## config.mk

```make
export PLATFORM = sky130hd
export DESIGN_NAME = k423_pipe_stage
export DESIGN_NICKNAME = d
export VERILOG_FILES = /design/src/rtl/k423_pipe_stage.sv
export SDC_FILE = /design/constraint.sdc
export NUM_CORES = 1
export LEC_CHECK = 0
export CAP_MARGIN = 25
export CORE_ASPECT_RATIO = 1.5
export CORE_UTILIZATION = 34
export DETAILED_ROUTE_END_ITERATION = 10
export MAX_ROUTING_LAYER = met4
export PLACE_DENSITY = 0.82
export SLEW_MARGIN = 20
export SYNTH_ARGS = -nofsm -noshare
export SYNTH_HDL_FRONTEND = slang
export SYNTH_SLANG_ARGS = --single-unit
export TNS_END_PERCENT = 20
```

## constraint.sdc

```tcl
create_clock -name clk_i -period 1.6 [get_ports clk_i]
set_input_delay 0.16 -clock clk_i [delete_from_list [all_inputs] [get_ports clk_i]]
set_output_delay 0.16 -clock clk_i [all_outputs]
set_load 0.02 [all_outputs]
```

## src/rtl/k423_pipe_stage.sv

```systemverilog
// ---------------------------------------------------------------------------
// k423_pipe_stage
//
// Generic pipeline stage register with valid/ready handshake, priority flush,
// stall and an optional skid buffer. It is shared by every stage boundary of
// the k423 core (if/id, id/ex, ...). The instantiating stage packs its own
// payload into in_data_i.
//
// Build option:
//   K423_PIPE_SKID_EN  defined   -> skid register S present, in_rdy_o is
//                                   registered (~S_vld), cnt_o in 0..2
//                      undefined -> no skid, in_rdy_o = ~M_vld | ordy
//                                   (combinational), cnt_o in 0..1
//
// Parameters:
//   DATA_W        payload width in bits (1..1024)
//   CLR_ON_FLUSH  1: payload registers load RST_VAL on flush
//                 0: payloads held on flush, only valids cleared
//   RST_VAL       payload value after reset (and after flush if CLR_ON_FLUSH)
//
// Ports:
//   clk_i       clock, all state on rising edge
//   rst_i       asynchronous active-high reset
//   flush_i     kill all held entries; an input offered that cycle is dropped
//   stall_i     hold the output entry; masks out_rdy_i
//   in_vld_i    upstream entry valid
//   in_rdy_o    stage accepts an entry this cycle
//   in_data_i   upstream payload
//   out_vld_o   output entry valid (registered)
//   out_rdy_i   downstream accepts
//   out_data_o  output payload (registered)
//   cnt_o       number of entries held
// ---------------------------------------------------------------------------
module k423_pipe_stage #(
  parameter int unsigned       DATA_W       = 64,
  parameter int unsigned       CLR_ON_FLUSH = 1,
  parameter logic [DATA_W-1:0] RST_VAL      = '0
) (
  input  logic              clk_i,
  input  logic              rst_i,
  input  logic              flush_i,
  input  logic              stall_i,
  input  logic              in_vld_i,
  output logic              in_rdy_o,
  input  logic [DATA_W-1:0] in_data_i,
  output logic              out_vld_o,
  input  logic              out_rdy_i,
  output logic [DATA_W-1:0] out_data_o,
  output logic [1:0]        cnt_o
);

  // Main register: drives the outputs directly.
  logic              m_vld_q;
  logic              m_vld_d;
  logic [DATA_W-1:0] m_data_q;
  logic [DATA_W-1:0] m_data_d;

`ifdef K423_PIPE_SKID_EN
  // Skid register: catches the one entry accepted in the cycle the
  // downstream stopped, since in_rdy_o only reacts one cycle later.
  logic              s_vld_q;
  logic              s_vld_d;
  logic [DATA_W-1:0] s_data_q;
  logic [DATA_W-1:0] s_data_d;
`endif

  logic ordy;
  logic in_fire;
  logic out_fire;

  // Stall masks the downstream ready; it never blocks filling an empty M.
  assign ordy     = out_rdy_i & ~stall_i;
  assign out_fire = m_vld_q & ordy;
  assign in_fire  = in_vld_i & in_rdy_o;

`ifdef K423_PIPE_SKID_EN
  assign in_rdy_o = ~s_vld_q;
  assign cnt_o    = {1'b0, m_vld_q} + {1'b0, s_vld_q};
`else
  assign in_rdy_o = ~m_vld_q | ordy;
  assign cnt_o    = {1'b0, m_vld_q};
`endif

  assign out_vld_o  = m_vld_q;
  assign out_data_o = m_data_q;

  // Next-state selection in priority order: flush, S->M refill, load M,
  // load S, drain M, hold. With skid, in_fire already implies S is empty.
  always_comb begin
    m_vld_d  = m_vld_q;
    m_data_d = m_data_q;
`ifdef K423_PIPE_SKID_EN
    s_vld_d  = s_vld_q;
    s_data_d = s_data_q;
`endif
    if (flush_i) begin
      m_vld_d = 1'b0;
`ifdef K423_PIPE_SKID_EN
      s_vld_d = 1'b0;
`endif
      if (CLR_ON_FLUSH != 0) begin
        m_data_d = RST_VAL;
`ifdef K423_PIPE_SKID_EN
        s_data_d = RST_VAL;
`endif
      end
    end
`ifdef K423_PIPE_SKID_EN
    else if (s_vld_q && out_fire) begin
      // M stays valid: it takes the older entry waiting in S.
      m_data_d = s_data_q;
      s_vld_d  = 1'b0;
    end
`endif
    else if (in_fire && (!m_vld_q || out_fire)) begin
      m_vld_d  = 1'b1;
      m_data_d = in_data_i;
    end
`ifdef K423_PIPE_SKID_EN
    else if (in_fire) begin
      s_vld_d  = 1'b1;
      s_data_d = in_data_i;
    end
`endif
    else if (out_fire) begin
      m_vld_d = 1'b0;
    end
  end

  always_ff @(posedge clk_i or posedge rst_i) begin
    if (rst_i) begin
      m_vld_q  <= 1'b0;
      m_data_q <= RST_VAL;
    end else begin
      m_vld_q  <= m_vld_d;
      m_data_q <= m_data_d;
    end
  end

`ifdef K423_PIPE_SKID_EN
  always_ff @(posedge clk_i or posedge rst_i) begin
    if (rst_i) begin
      s_vld_q  <= 1'b0;
      s_data_q <= RST_VAL;
    end else begin
      s_vld_q  <= s_vld_d;
      s_data_q <= s_data_d;
    end
  end
`endif

endmodule
```

==> results of run 1 <==
synth_stat cells:
cell	count	share of area, %
dfrtp_1	65	69
a22o_1	64	24
buf_2	6	1.3
buf_6	6	2.8
a21oi_1	2	0.42
buf_4	2	0.63
inv_1	2	0.32
nand2b_1	2	0.53
a311oi_4	1	1.1
conb_1	1	0.16
nand2_1	1	0.16
nor2_1	1	0.16
nor2b_1	1	0.26
registers in the layout (all words and copies together) (netlist names):
name and flops:
out_vld_o 1, out_data_o 64
stage by stage:
stage	power, W	area [µm²]	cells	setup WS (ns)	hold slack [ns]
3_5_place_dp	0.00260	3840	361	-0.0305	0.480
6_report	0.00402	4050	377	0.0953	0.249
5_1_grt	0.00422	4050	377	0.0159	0.262
3_3_place_gp	0.00259	3840	361	-0.0207	0.482
2_1_floorplan	0.00216	2380	154	0.0924	0.226
4_1_cts	0.00407	4050	377	0.0740	0.249
layout by cell type (no fill, tap or decap), drive strengths merged:
cell type        n
a21oi            2
bufinv           1
clkinvlp         3
nand2b           2
a22o            64
a311oi           1
conb             1
buf              9
nand2            1
dlygate4sd2      3
clkdlybuf4s50  133
nor2             1
clkinv           1
dfrtp           65
nor2b            1
inv              2
clkbuf          11
report_power, final:
| group | internal [W] | total (W) | switching, W | leakage, nW |
|---|---|---|---|---|
| logic | 0.000423 | 0.000760 | 0.000337 | 0.811 |
| registers | 0.00174 | 0.00180 | 0.0000615 | 0.871 |
| clock network | 0.000812 | 0.00146 | 0.000647 | 0.102 |
| total | 0.00298 | 0.00402 | 0.00105 | 1.78 |
worst max-delay path by stage:
stage,end,from,slack [ns]
finish,out_data_o[34],out_data_o[34],0.1
global placement,out_data_o[38],in_vld_i,-0.02
CTS,out_data_o[18],out_data_o[18],0.07
detailed placement,out_data_o[3],in_vld_i,-0.03
global route,out_data_o[18],out_data_o[18],0.02
floorplan,out_data_o[0],out_vld_o,0.09
final cells by class:
class	count	area [µm²]
clock buffer	11	151
clock inverter	5	62.6
fill	536	2570
inverter	2	11.3
multi-input combinational	73	638
sequential	65	1630
tap	76	95.1
timing repair buffer	145	1460
per-layer routing:
metal	global-route usage [%]	part of all wire [%]	vias up
li1	-	-	866
met1	23.9	40	931
met2	31.4	53	79
met3	4.75	4.7	11
met4	7.43	1.9	0
met5	-	0	-
cells by family (layout without fill, tap and decap cells):
family,after synthesis,after routing
other cells,1,1
compound gates,67,67
simple gates,5,5
flops,65,65
buf+inv,16,163
what timing repair did:
item | 4_1_cts | 5_1_grt
hold endpoints to repair | 0 | 0
endpoints found under the setup margin | 3 | 1
gates resized for setup | 3 | 1
==> summary.md, run 1 <==
| Metric | Value |
|---|---|
| Status | completed |
| Hold Violations, Final | 0 |
| Syn Std Cell Area | 2370 µm² |
| Max Cap Viol | 0 |
| IO Port Bufs | 136 |
| DRT Wirelength | 6.53 mm |
| Final period util | 94.0% |
| CTS sink cnt | 65 |
| Worst skew pair latency | 0.34 ns |
| CTS tree | yes |
| FF-to-FF Start | out_vld_o |
| R2R setup slack | 0.20 ns |
| Ant. Diodes | 0 |
| WL/cell | 17.3 µm |
| # hold bufs at CTS | 0 |
| Post-CTS Setup Inserts | 0 |
| Layout area overhead | 70.6% |
| Worst path depth | 1 |
| Number of global-route vias before repair | 2,068 |
| Required @ worst endpoint | 1.44 ns |
| Starting Density | 35.8% |
| CP peak stage delay | 0.64 ns |
| P_leak | 1.78 nW |
| Post-layout util | 61.1% |
| RSZ-0062 raised after global routing | no |
| Total gr overflow | 0 |
| Syn. warnings | 0 |
| Clock Skews | 0.00960 ns |
| Cell family contributing the most delay on the critical path | buffers and inverters |
| CP Launch Type | register |
| Mean Syn Cell Area | 15.4 µm² |
| Initial antenna violation count | 0 |
| Largest net degree at the start of global routing | 49 |
| Drt pass-1 iters | 4 |
| Routed Antenna Nets | 0 |
| Fmax | 0.665 GHz |
| Crit Path Class | register to output pin |
| XOR/XNOR share of the synthesized area | 0% |
| DRC | 0 |
| Largest family of logic cells by synthesized area | compound AO/OA/AOI/OAI gates |
| Post-synthesis compound-gate area fraction | 25.1% |
| Nets | 366 |
| Sequential area share after synthesis | 68.5% |
| Clock buffer count from CTS | 9 |
| Crit Reg-Reg Endpoint | out_data_o[60] |
| Via-per-instance ratio | 5.01 |
| Proportion of layout cells with a drive suffix above 1 | 9.63% |
| Critical path capture point type | output pin |
| Worst-path clk slew | 0.08 ns |
| CP Max Fanout | 2 |
| CORE AREA | 6620 µm² |
| Die area | 7330 µm² |
| GRT Total Usage | 19.7% |
| Crit path DAT | 1.34 ns |
| PwrDens | 993 nW/µm² |
| VDD IR max | 0.663 mV |
| Worst Hold Class | input pin to async pin |
| Slowest cell on crit path | clkdlybuf4s50_1 |
| R2R cell count | 4 |
| CP bufs+invs | 1 |
| Die span in y | 104 µm |
| First-pass GRT wire length | 10.8 mm |
| DP Wirelength | 4.60 mm |
| Row cnt | 36 |
| Drt initial violations | 59 |
| Synthesized-area fraction occupied by adder cells | 0% |
| Die width | 70.2 µm |
| Synthesized net count | 224 |
| Max Root-Sink Buffers | 2 |
| Register bit total from synthesis | 65 |
| H-Tree Depth | 3 |
| Cell at the root of the clock tree | clkbuf_8 |
| Minimum clock period | 1.50 ns |
| Setup-failing EPs final | 0 |
| Via count | 1,887 |
| RePlAce Congestion | 0.698 |
| Synth Area in Simple Gates | 1.11% |
| Mux share of post-synthesis cell area | 0% |
| Crit-path cells | clkdlybuf4s50_1 |
| Total negative slack | 0 ns |
| Pins Over Slew Limit | 0 |
| Mapped Cells | 154 |
| Post-synth cell types | 13 |
| I/O pin count | 138 |
Note: power is estimated with default switching activity, not from simulation.
==> run 2: changes to the inputs <==
GPL_ROUTABILITY_DRIVEN = 0   (was default)
==> results of run 2 <==
The final DEF is identical to that of run 1; final timing and power are the same.
